File: config.mk
export PLATFORM = sky130hd
export DESIGN_NAME = fp_align_flat
export DESIGN_NICKNAME = d
export VERILOG_FILES = /design/src/rtl/fp_align_if.sv /design/src/rtl/fp_align.sv /design/src/flat_wrapper.sv
export SDC_FILE = /design/constraint.sdc
export NUM_CORES = 1
export LEC_CHECK = 0
export ABC_AREA = 1
export CORE_MARGIN = 2
export CORE_UTILIZATION = 58
export CTS_CLUSTER_DIAMETER = 200
export DETAILED_ROUTE_END_ITERATION = 8
export PLACE_DENSITY_LB_ADDON = 0.15
export SYNTH_ARGS = -nofsm -noshare
export SYNTH_HDL_FRONTEND = slang
export SYNTH_SLANG_ARGS = --single-unit
File: constraint.sdc
create_clock -name CLK -period 6.5 [get_ports CLK]
set_input_delay 0.975 -clock CLK [delete_from_list [all_inputs] [get_ports CLK]]
set_output_delay 0.975 -clock CLK [all_outputs]
set_load 0.005 [all_outputs]
File: src/rtl/fp_align_if.sv
// Handshake and result bundle for fp_align.
// The master side offers operands and consumes the aligned result; the slave side is the aligner.
interface fp_align_if;
   logic        IN_VALID;
   logic        in_ready;
   logic        MODE_FP;
   logic [31:0] OP_A;
   logic [31:0] OP_B;
   logic        out_valid;
   logic        OUT_READY;
   logic        sign_a;
   logic        sign_b;
   logic [22:0] mant_a;
   logic [22:0] mant_b;
   logic [8:0]  exp;
   logic        sticky_a;
   logic        sticky_b;
   logic        special;

   modport master (
      output IN_VALID, MODE_FP, OP_A, OP_B, OUT_READY,
      input  in_ready, out_valid, sign_a, sign_b, mant_a, mant_b, exp,
             sticky_a, sticky_b, special
   );

   modport slave (
      input  IN_VALID, MODE_FP, OP_A, OP_B, OUT_READY,
      output in_ready, out_valid, sign_a, sign_b, mant_a, mant_b, exp,
             sticky_a, sticky_b, special
   );
endinterface

File: src/rtl/fp_align.sv
// Exponent alignment front end for a half/single FP add/sub stage.
// The smaller-exponent significand is shifted right one bit per cycle, with sticky collection.
//
// state | meaning
// IDLE  | waiting for an operand pair, in_ready high
// CMP   | fields extracted, exponents compared, shift distance chosen
// SHIFT | one right shift of the target significand per cycle
// DONE  | result held with out_valid high until OUT_READY
module fp_align (
   input logic CLK,
   input logic RST,
   fp_align_if.slave bus
);

   typedef enum logic [1:0] {IDLE, CMP, SHIFT, DONE} state_t;

   state_t      state_q, state_nxt;
   logic [31:0] op_a_q, op_a_nxt, op_b_q, op_b_nxt;
   logic        mode_q, mode_nxt;
   logic        sign_a_q, sign_a_nxt, sign_b_q, sign_b_nxt;
   logic [22:0] mant_a_q, mant_a_nxt, mant_b_q, mant_b_nxt;
   logic [8:0]  exp_q, exp_nxt;
   logic        sticky_a_q, sticky_a_nxt, sticky_b_q, sticky_b_nxt;
   logic        special_q, special_nxt;
   logic        shift_a_q, shift_a_nxt;
   logic [4:0]  cnt_q, cnt_nxt;

   logic        sg_a, sg_b, inf_a, inf_b, s0_a, s0_b, a_small;
   logic [8:0]  ef_a, ef_b, ee_a, ee_b, diff, exp_max;
   logic [22:0] m0_a, m0_b;

   // Inf/NaN get no hidden bit so the raw fraction (NaN payload) passes through.
   always_comb begin
      if (mode_q) begin
         sg_a  = op_a_q[31];
         ef_a  = {1'b0, op_a_q[30:23]};
         inf_a = &op_a_q[30:23];
         m0_a  = {((op_a_q[30:23] != 8'd0) && !inf_a), op_a_q[22:1]};
         s0_a  = op_a_q[0];
         sg_b  = op_b_q[31];
         ef_b  = {1'b0, op_b_q[30:23]};
         inf_b = &op_b_q[30:23];
         m0_b  = {((op_b_q[30:23] != 8'd0) && !inf_b), op_b_q[22:1]};
         s0_b  = op_b_q[0];
      end else begin
         sg_a  = op_a_q[15];
         ef_a  = {4'b0, op_a_q[14:10]};
         inf_a = &op_a_q[14:10];
         m0_a  = {12'b0, ((op_a_q[14:10] != 5'd0) && !inf_a), op_a_q[9:0]};
         s0_a  = 1'b0;
         sg_b  = op_b_q[15];
         ef_b  = {4'b0, op_b_q[14:10]};
         inf_b = &op_b_q[14:10];
         m0_b  = {12'b0, ((op_b_q[14:10] != 5'd0) && !inf_b), op_b_q[9:0]};
         s0_b  = 1'b0;
      end
      ee_a    = (ef_a == 9'd0) ? 9'd1 : ef_a;
      ee_b    = (ef_b == 9'd0) ? 9'd1 : ef_b;
      a_small = (ee_a < ee_b);
      diff    = a_small ? (ee_b - ee_a) : (ee_a - ee_b);
      exp_max = a_small ? ee_b : ee_a;
   end

   always_comb begin
      state_nxt    = state_q;
      op_a_nxt     = op_a_q;
      op_b_nxt     = op_b_q;
      mode_nxt     = mode_q;
      sign_a_nxt   = sign_a_q;
      sign_b_nxt   = sign_b_q;
      mant_a_nxt   = mant_a_q;
      mant_b_nxt   = mant_b_q;
      exp_nxt      = exp_q;
      sticky_a_nxt = sticky_a_q;
      sticky_b_nxt = sticky_b_q;
      special_nxt  = special_q;
      shift_a_nxt  = shift_a_q;
      cnt_nxt      = cnt_q;

      case (state_q)
         IDLE: begin
            if (bus.IN_VALID) begin
               op_a_nxt  = bus.OP_A;
               op_b_nxt  = bus.OP_B;
               mode_nxt  = bus.MODE_FP;
               state_nxt = CMP;
            end
         end
         CMP: begin
            sign_a_nxt   = sg_a;
            sign_b_nxt   = sg_b;
            mant_a_nxt   = m0_a;
            mant_b_nxt   = m0_b;
            sticky_a_nxt = s0_a;
            sticky_b_nxt = s0_b;
            special_nxt  = 1'b0;
            shift_a_nxt  = a_small;
            if (inf_a || inf_b) begin
               special_nxt = 1'b1;
               exp_nxt     = mode_q ? 9'd255 : 9'd31;
               state_nxt   = DONE;
            end else begin
               exp_nxt = exp_max;
               if (diff == 9'd0) begin
                  state_nxt = DONE;
               end else if (diff >= 9'd24) begin
                  if (a_small) begin
                     mant_a_nxt   = 23'd0;
                     sticky_a_nxt = s0_a | (m0_a != 23'd0);
                  end else begin
                     mant_b_nxt   = 23'd0;
                     sticky_b_nxt = s0_b | (m0_b != 23'd0);
                  end
                  state_nxt = DONE;
               end else begin
                  cnt_nxt   = diff[4:0];
                  state_nxt = SHIFT;
               end
            end
         end
         SHIFT: begin
            if (shift_a_q) begin
               mant_a_nxt   = mant_a_q >> 1;
               sticky_a_nxt = sticky_a_q | mant_a_q[0];
            end else begin
               mant_b_nxt   = mant_b_q >> 1;
               sticky_b_nxt = sticky_b_q | mant_b_q[0];
            end
            cnt_nxt = cnt_q - 5'd1;
            if (cnt_q == 5'd1) state_nxt = DONE;
         end
         DONE: begin
            if (bus.OUT_READY) state_nxt = IDLE;
         end
         default: state_nxt = IDLE;
      endcase
   end

   always_ff @(posedge CLK or posedge RST) begin
      if (RST) begin
         state_q    <= IDLE;
         op_a_q     <= 32'd0;
         op_b_q     <= 32'd0;
         mode_q     <= 1'b0;
         sign_a_q   <= 1'b0;
         sign_b_q   <= 1'b0;
         mant_a_q   <= 23'd0;
         mant_b_q   <= 23'd0;
         exp_q      <= 9'd0;
         sticky_a_q <= 1'b0;
         sticky_b_q <= 1'b0;
         special_q  <= 1'b0;
         shift_a_q  <= 1'b0;
         cnt_q      <= 5'd0;
      end else begin
         state_q    <= state_nxt;
         op_a_q     <= op_a_nxt;
         op_b_q     <= op_b_nxt;
         mode_q     <= mode_nxt;
         sign_a_q   <= sign_a_nxt;
         sign_b_q   <= sign_b_nxt;
         mant_a_q   <= mant_a_nxt;
         mant_b_q   <= mant_b_nxt;
         exp_q      <= exp_nxt;
         sticky_a_q <= sticky_a_nxt;
         sticky_b_q <= sticky_b_nxt;
         special_q  <= special_nxt;
         shift_a_q  <= shift_a_nxt;
         cnt_q      <= cnt_nxt;
      end
   end

   assign bus.in_ready  = (state_q == IDLE);
   assign bus.out_valid = (state_q == DONE);
   assign bus.sign_a    = sign_a_q;
   assign bus.sign_b    = sign_b_q;
   assign bus.mant_a    = mant_a_q;
   assign bus.mant_b    = mant_b_q;
   assign bus.exp       = exp_q;
   assign bus.sticky_a  = sticky_a_q;
   assign bus.sticky_b  = sticky_b_q;
   assign bus.special   = special_q;

endmodule

File: src/flat_wrapper.sv
// flat-port wrapper written by rule: the top's interface ports become plain ports
module fp_align_flat 
  (CLK, RST, bus_IN_VALID, bus_MODE_FP, bus_OP_A, bus_OP_B, bus_OUT_READY, bus_in_ready, bus_out_valid, bus_sign_a, bus_sign_b, bus_mant_a, bus_mant_b, bus_exp, bus_sticky_a, bus_sticky_b, bus_special);
  fp_align_if bus_i ();
  input logic CLK;
  input logic RST;
  input wire logic [$bits(bus_i.IN_VALID)-1:0] bus_IN_VALID;
  input wire logic [$bits(bus_i.MODE_FP)-1:0] bus_MODE_FP;
  input wire logic [$bits(bus_i.OP_A)-1:0] bus_OP_A;
  input wire logic [$bits(bus_i.OP_B)-1:0] bus_OP_B;
  input wire logic [$bits(bus_i.OUT_READY)-1:0] bus_OUT_READY;
  output wire logic [$bits(bus_i.in_ready)-1:0] bus_in_ready;
  output wire logic [$bits(bus_i.out_valid)-1:0] bus_out_valid;
  output wire logic [$bits(bus_i.sign_a)-1:0] bus_sign_a;
  output wire logic [$bits(bus_i.sign_b)-1:0] bus_sign_b;
  output wire logic [$bits(bus_i.mant_a)-1:0] bus_mant_a;
  output wire logic [$bits(bus_i.mant_b)-1:0] bus_mant_b;
  output wire logic [$bits(bus_i.exp)-1:0] bus_exp;
  output wire logic [$bits(bus_i.sticky_a)-1:0] bus_sticky_a;
  output wire logic [$bits(bus_i.sticky_b)-1:0] bus_sticky_b;
  output wire logic [$bits(bus_i.special)-1:0] bus_special;
  assign bus_i.IN_VALID = bus_IN_VALID;
  assign bus_i.MODE_FP = bus_MODE_FP;
  assign bus_i.OP_A = bus_OP_A;
  assign bus_i.OP_B = bus_OP_B;
  assign bus_i.OUT_READY = bus_OUT_READY;
  assign bus_in_ready = bus_i.in_ready;
  assign bus_out_valid = bus_i.out_valid;
  assign bus_sign_a = bus_i.sign_a;
  assign bus_sign_b = bus_i.sign_b;
  assign bus_mant_a = bus_i.mant_a;
  assign bus_mant_b = bus_i.mant_b;
  assign bus_exp = bus_i.exp;
  assign bus_sticky_a = bus_i.sticky_a;
  assign bus_sticky_b = bus_i.sticky_b;
  assign bus_special = bus_i.special;
  fp_align u_core (.CLK(CLK), .RST(RST), .bus(bus_i));
endmodule
==> results.ini <==
[outcome]
status=finished clean

[route]
finalWirelength_mm=19.8
vias_per_cell=5.54
met2_length_mm=9.27
drt_iter0_drc=623
top_layer_used=met4
wl_met1_mm=8.84
drc=0
vias=7166
final_antenna_net_count=0
wl_met3_mm=1.32
wl_per_cell_um=15.3
dr.pass1.iters=6

[sta]
setup_viol=0
rsz0062_at_grt=no
fin_setup_tns_ns=0
skew_ns=0.00817
tightest_slew_ns=1.12
fmax_ghz=0.228
maxSlewViolCount=0
finalCriticalPeriod_ns=4.39
relSlewSlack_pct=25.0
fin_crit_sh_pct=67.6
hold_violations=0

[run]
drv_cap=0

[grt]
grt_overflow=0
grt_max_degree=96
grtUsageTotal_pct=28.8
grt_first_pass_wirelength_mm=32.9
grt_pass1_vias=6718
antenna_found_initial=0

[synth]
synth_ff_type=dfrtp_1
synth.area.top_cells=dfrtp_1, nand2_1, a21oi_1, nor2_1, inv_1
ys_seq_area_share_pct=42.5
synth_area_leader_cell=dfrtp_1
yosys.area_share.simple_pct=26.3
avgSynthCellArea_sq_um=7.75
synth-edff-count=0
yosysWarnings=0
synth_xor_area_share_pct=0.450
synth-async-reset-ratio_pct=100
synthCells=1004
synth_cell_types=42
synth_compound_area_share_pct=13.6
synth_seq_cells=132
synthMuxAreaShare_pct=4.60
synth_common_cells=nand2_1, dfrtp_1, nor2_1
synth_area_sq_um=7780
synth_top_family_by_area=simple AND/OR/NAND/NOR gates
synth_fa_ha_area_share_pct=4.05
yosysTopAreaCellShare_pct=42.5
syn_nets=1097
yosysMostFrequentCell=nand2_1

[clock_tree]
cts_htree_levels=4
cts.clk_slew.worst_paths_ns=0.05
cts.path.max_buffers=2
cts_buffers=17
cts-hold-fix-buffers=0
cts.sinks=132
cts.repair.resized=0
cts-root-buf=clkbuf_16
clkLatencyLatePin_ns=0.41
post_cts_buffers=0
cts_tree=done

[critical_path]
startpoint=u_core.mode_q
crit_slowest_cell=dfrtp_2
cpMostUsedCell=nand2_1
cpPeakStageDelay_ns=0.70
cp.arrival_ns=4.69
cp_data_required_time_ns=6.79
crit_family=simple AND/OR/NAND/NOR gates
rr_startpoint=u_core.mode_q
worstPathMaxFanout=37
endpoint_kind=flop
start_kind=flop
crit_type=flop to flop
crit_end=u_core.bus.mant_b[10]
r2r_end=u_core.bus.mant_b[10]
crit_buf_inv=3
cp.depth=21
crit_chain=inv_1 > or2_2 > o21ai_0 > nand4_1 > nand2_1 > inv_1 > ha_1 > fa_1 > inv_1 > nand3_1 > nand2_1 > xor2_1 > nand2_1 > nand2_1 > nand2_1 > nand3_4 > nand2_4 > nand2_1 > nand2_1 > nand2_1 > nand2_1
r2r_cells=21
r2r_slack_ns=2.11

[die]
die_w_um=120
core-area_sq_um=13200
rows=42
fp.dieArea_sq_um=14400
start_util_pct=59.0
io_pins=131
fp.dieH_um=120

[placement]
io_buffer_count=129
dp_hpwl_mm=14.2
routabilityCongestion=0.979

[min_path]
hold_class=flop to flop

[cells_and_area]
layout-drive-gt1-share_pct=10.3
nets=1201
antenna_cells=0
area.growth.synth_to_final_pct=23.8

metrics by stage:
step	setup WS [ns]	instance area [sq um]	std cells	hold WS, ns	util [%]
floorplan	2.00	7780	1004	0.446	-
global placement	2.23	9080	1265	0.463	68.9
detailed placement	2.19	9080	1265	0.466	68.9
CTS	2.12	9630	1294	0.481	73.0
global route	1.77	9630	1294	0.502	73.0
finish	2.11	9630	1294	0.477	73.0
worst register-to-register path, cell delays in order, from the launching register on:
cell	delay [ns]
dfrtp_2	0.70
inv_1	0.43
or2_2	0.39
o21ai_0	0.25
nand4_1	0.18
nand2_1	0.14
inv_1	0.05
ha_1	0.23
fa_1	0.47
inv_1	0.09
nand3_1	0.06
nand2_1	0.14
xor2_1	0.15
nand2_1	0.06
nand2_1	0.11
nand2_1	0.09
nand3_4	0.17
nand2_4	0.23
nand2_1	0.12
nand2_1	0.05
nand2_1	0.07
nand2_1	0.08
registers in the layout, indices dropped and copies added, names as in the netlist:
register             count
u_core.op_a_q           32
u_core.op_b_q           32
u_core.bus.mant_a       23
u_core.bus.mant_b       23
u_core.bus.exp           8
u_core.cnt_q             5
u_core.state_q           2
u_core.bus.sign_a        1
u_core.bus.sign_b        1
u_core.bus.special       1
u_core.bus.sticky_a      1
u_core.bus.sticky_b      1
u_core.mode_q            1
u_core.shift_a_q         1
routing by layer:
metal,up-vias,GRT usage [%]
li1,3458,-
met1,3396,39.5
met2,283,45.9
met3,29,6.37
met4,0,9.12
met5,-,0
worst min-delay path by stage:
stage	endpoint	depth (start not counted)	startpoint
floorplan	u_core.shift_a_q	2	u_core.shift_a_q
global placement	u_core.bus.exp[3]	2	u_core.bus.exp[3]
detailed placement	u_core.bus.exp[3]	2	u_core.bus.exp[3]
CTS	u_core.bus.exp[3]	2	u_core.bus.exp[3]
global route	u_core.bus.exp[3]	2	u_core.bus.exp[3]
finish	u_core.bus.exp[3]	2	u_core.bus.exp[3]
logic make-up (layout without fill, tap and decap cells):
group | Yosys count | in the layout
flip-flops | 132 | 132
AND/OR/NAND/NOR | 467 | 467
AO/OA/AOI/OAI | 188 | 188
multiplexers | 32 | 32
adder cells (fa/ha/maj) | 24 | 24
other | 1 | 1
buffers and inverters | 156 | 270
XOR/XNOR | 4 | 4
cell type report:
cell class,count,area (sq um)
fill,1025,3560
clock buffer,24,472
timing repair buffer,134,1330
inverter,107,404
sequential,132,3300
tap,176,220
multi-input combinational,716,3830
clock inverter,5,77.6
layout by cell type, fill, tap and decap left out, types with 17 or more instances in the layout:
cell type        count
nor2_1             128
dfrtp_1            131
nand2_1            235
clkbuf_16           17
mux2_2              30
inv_1              102
o21ai_0             51
clkdlybuf4s50_1    129
a21oi_1            103
ha_1                21
nand3_1             37
Power is left out: the tool's default activity adds up to more than one toggle a clock period on the data nets, which glitch-free logic cannot reach.
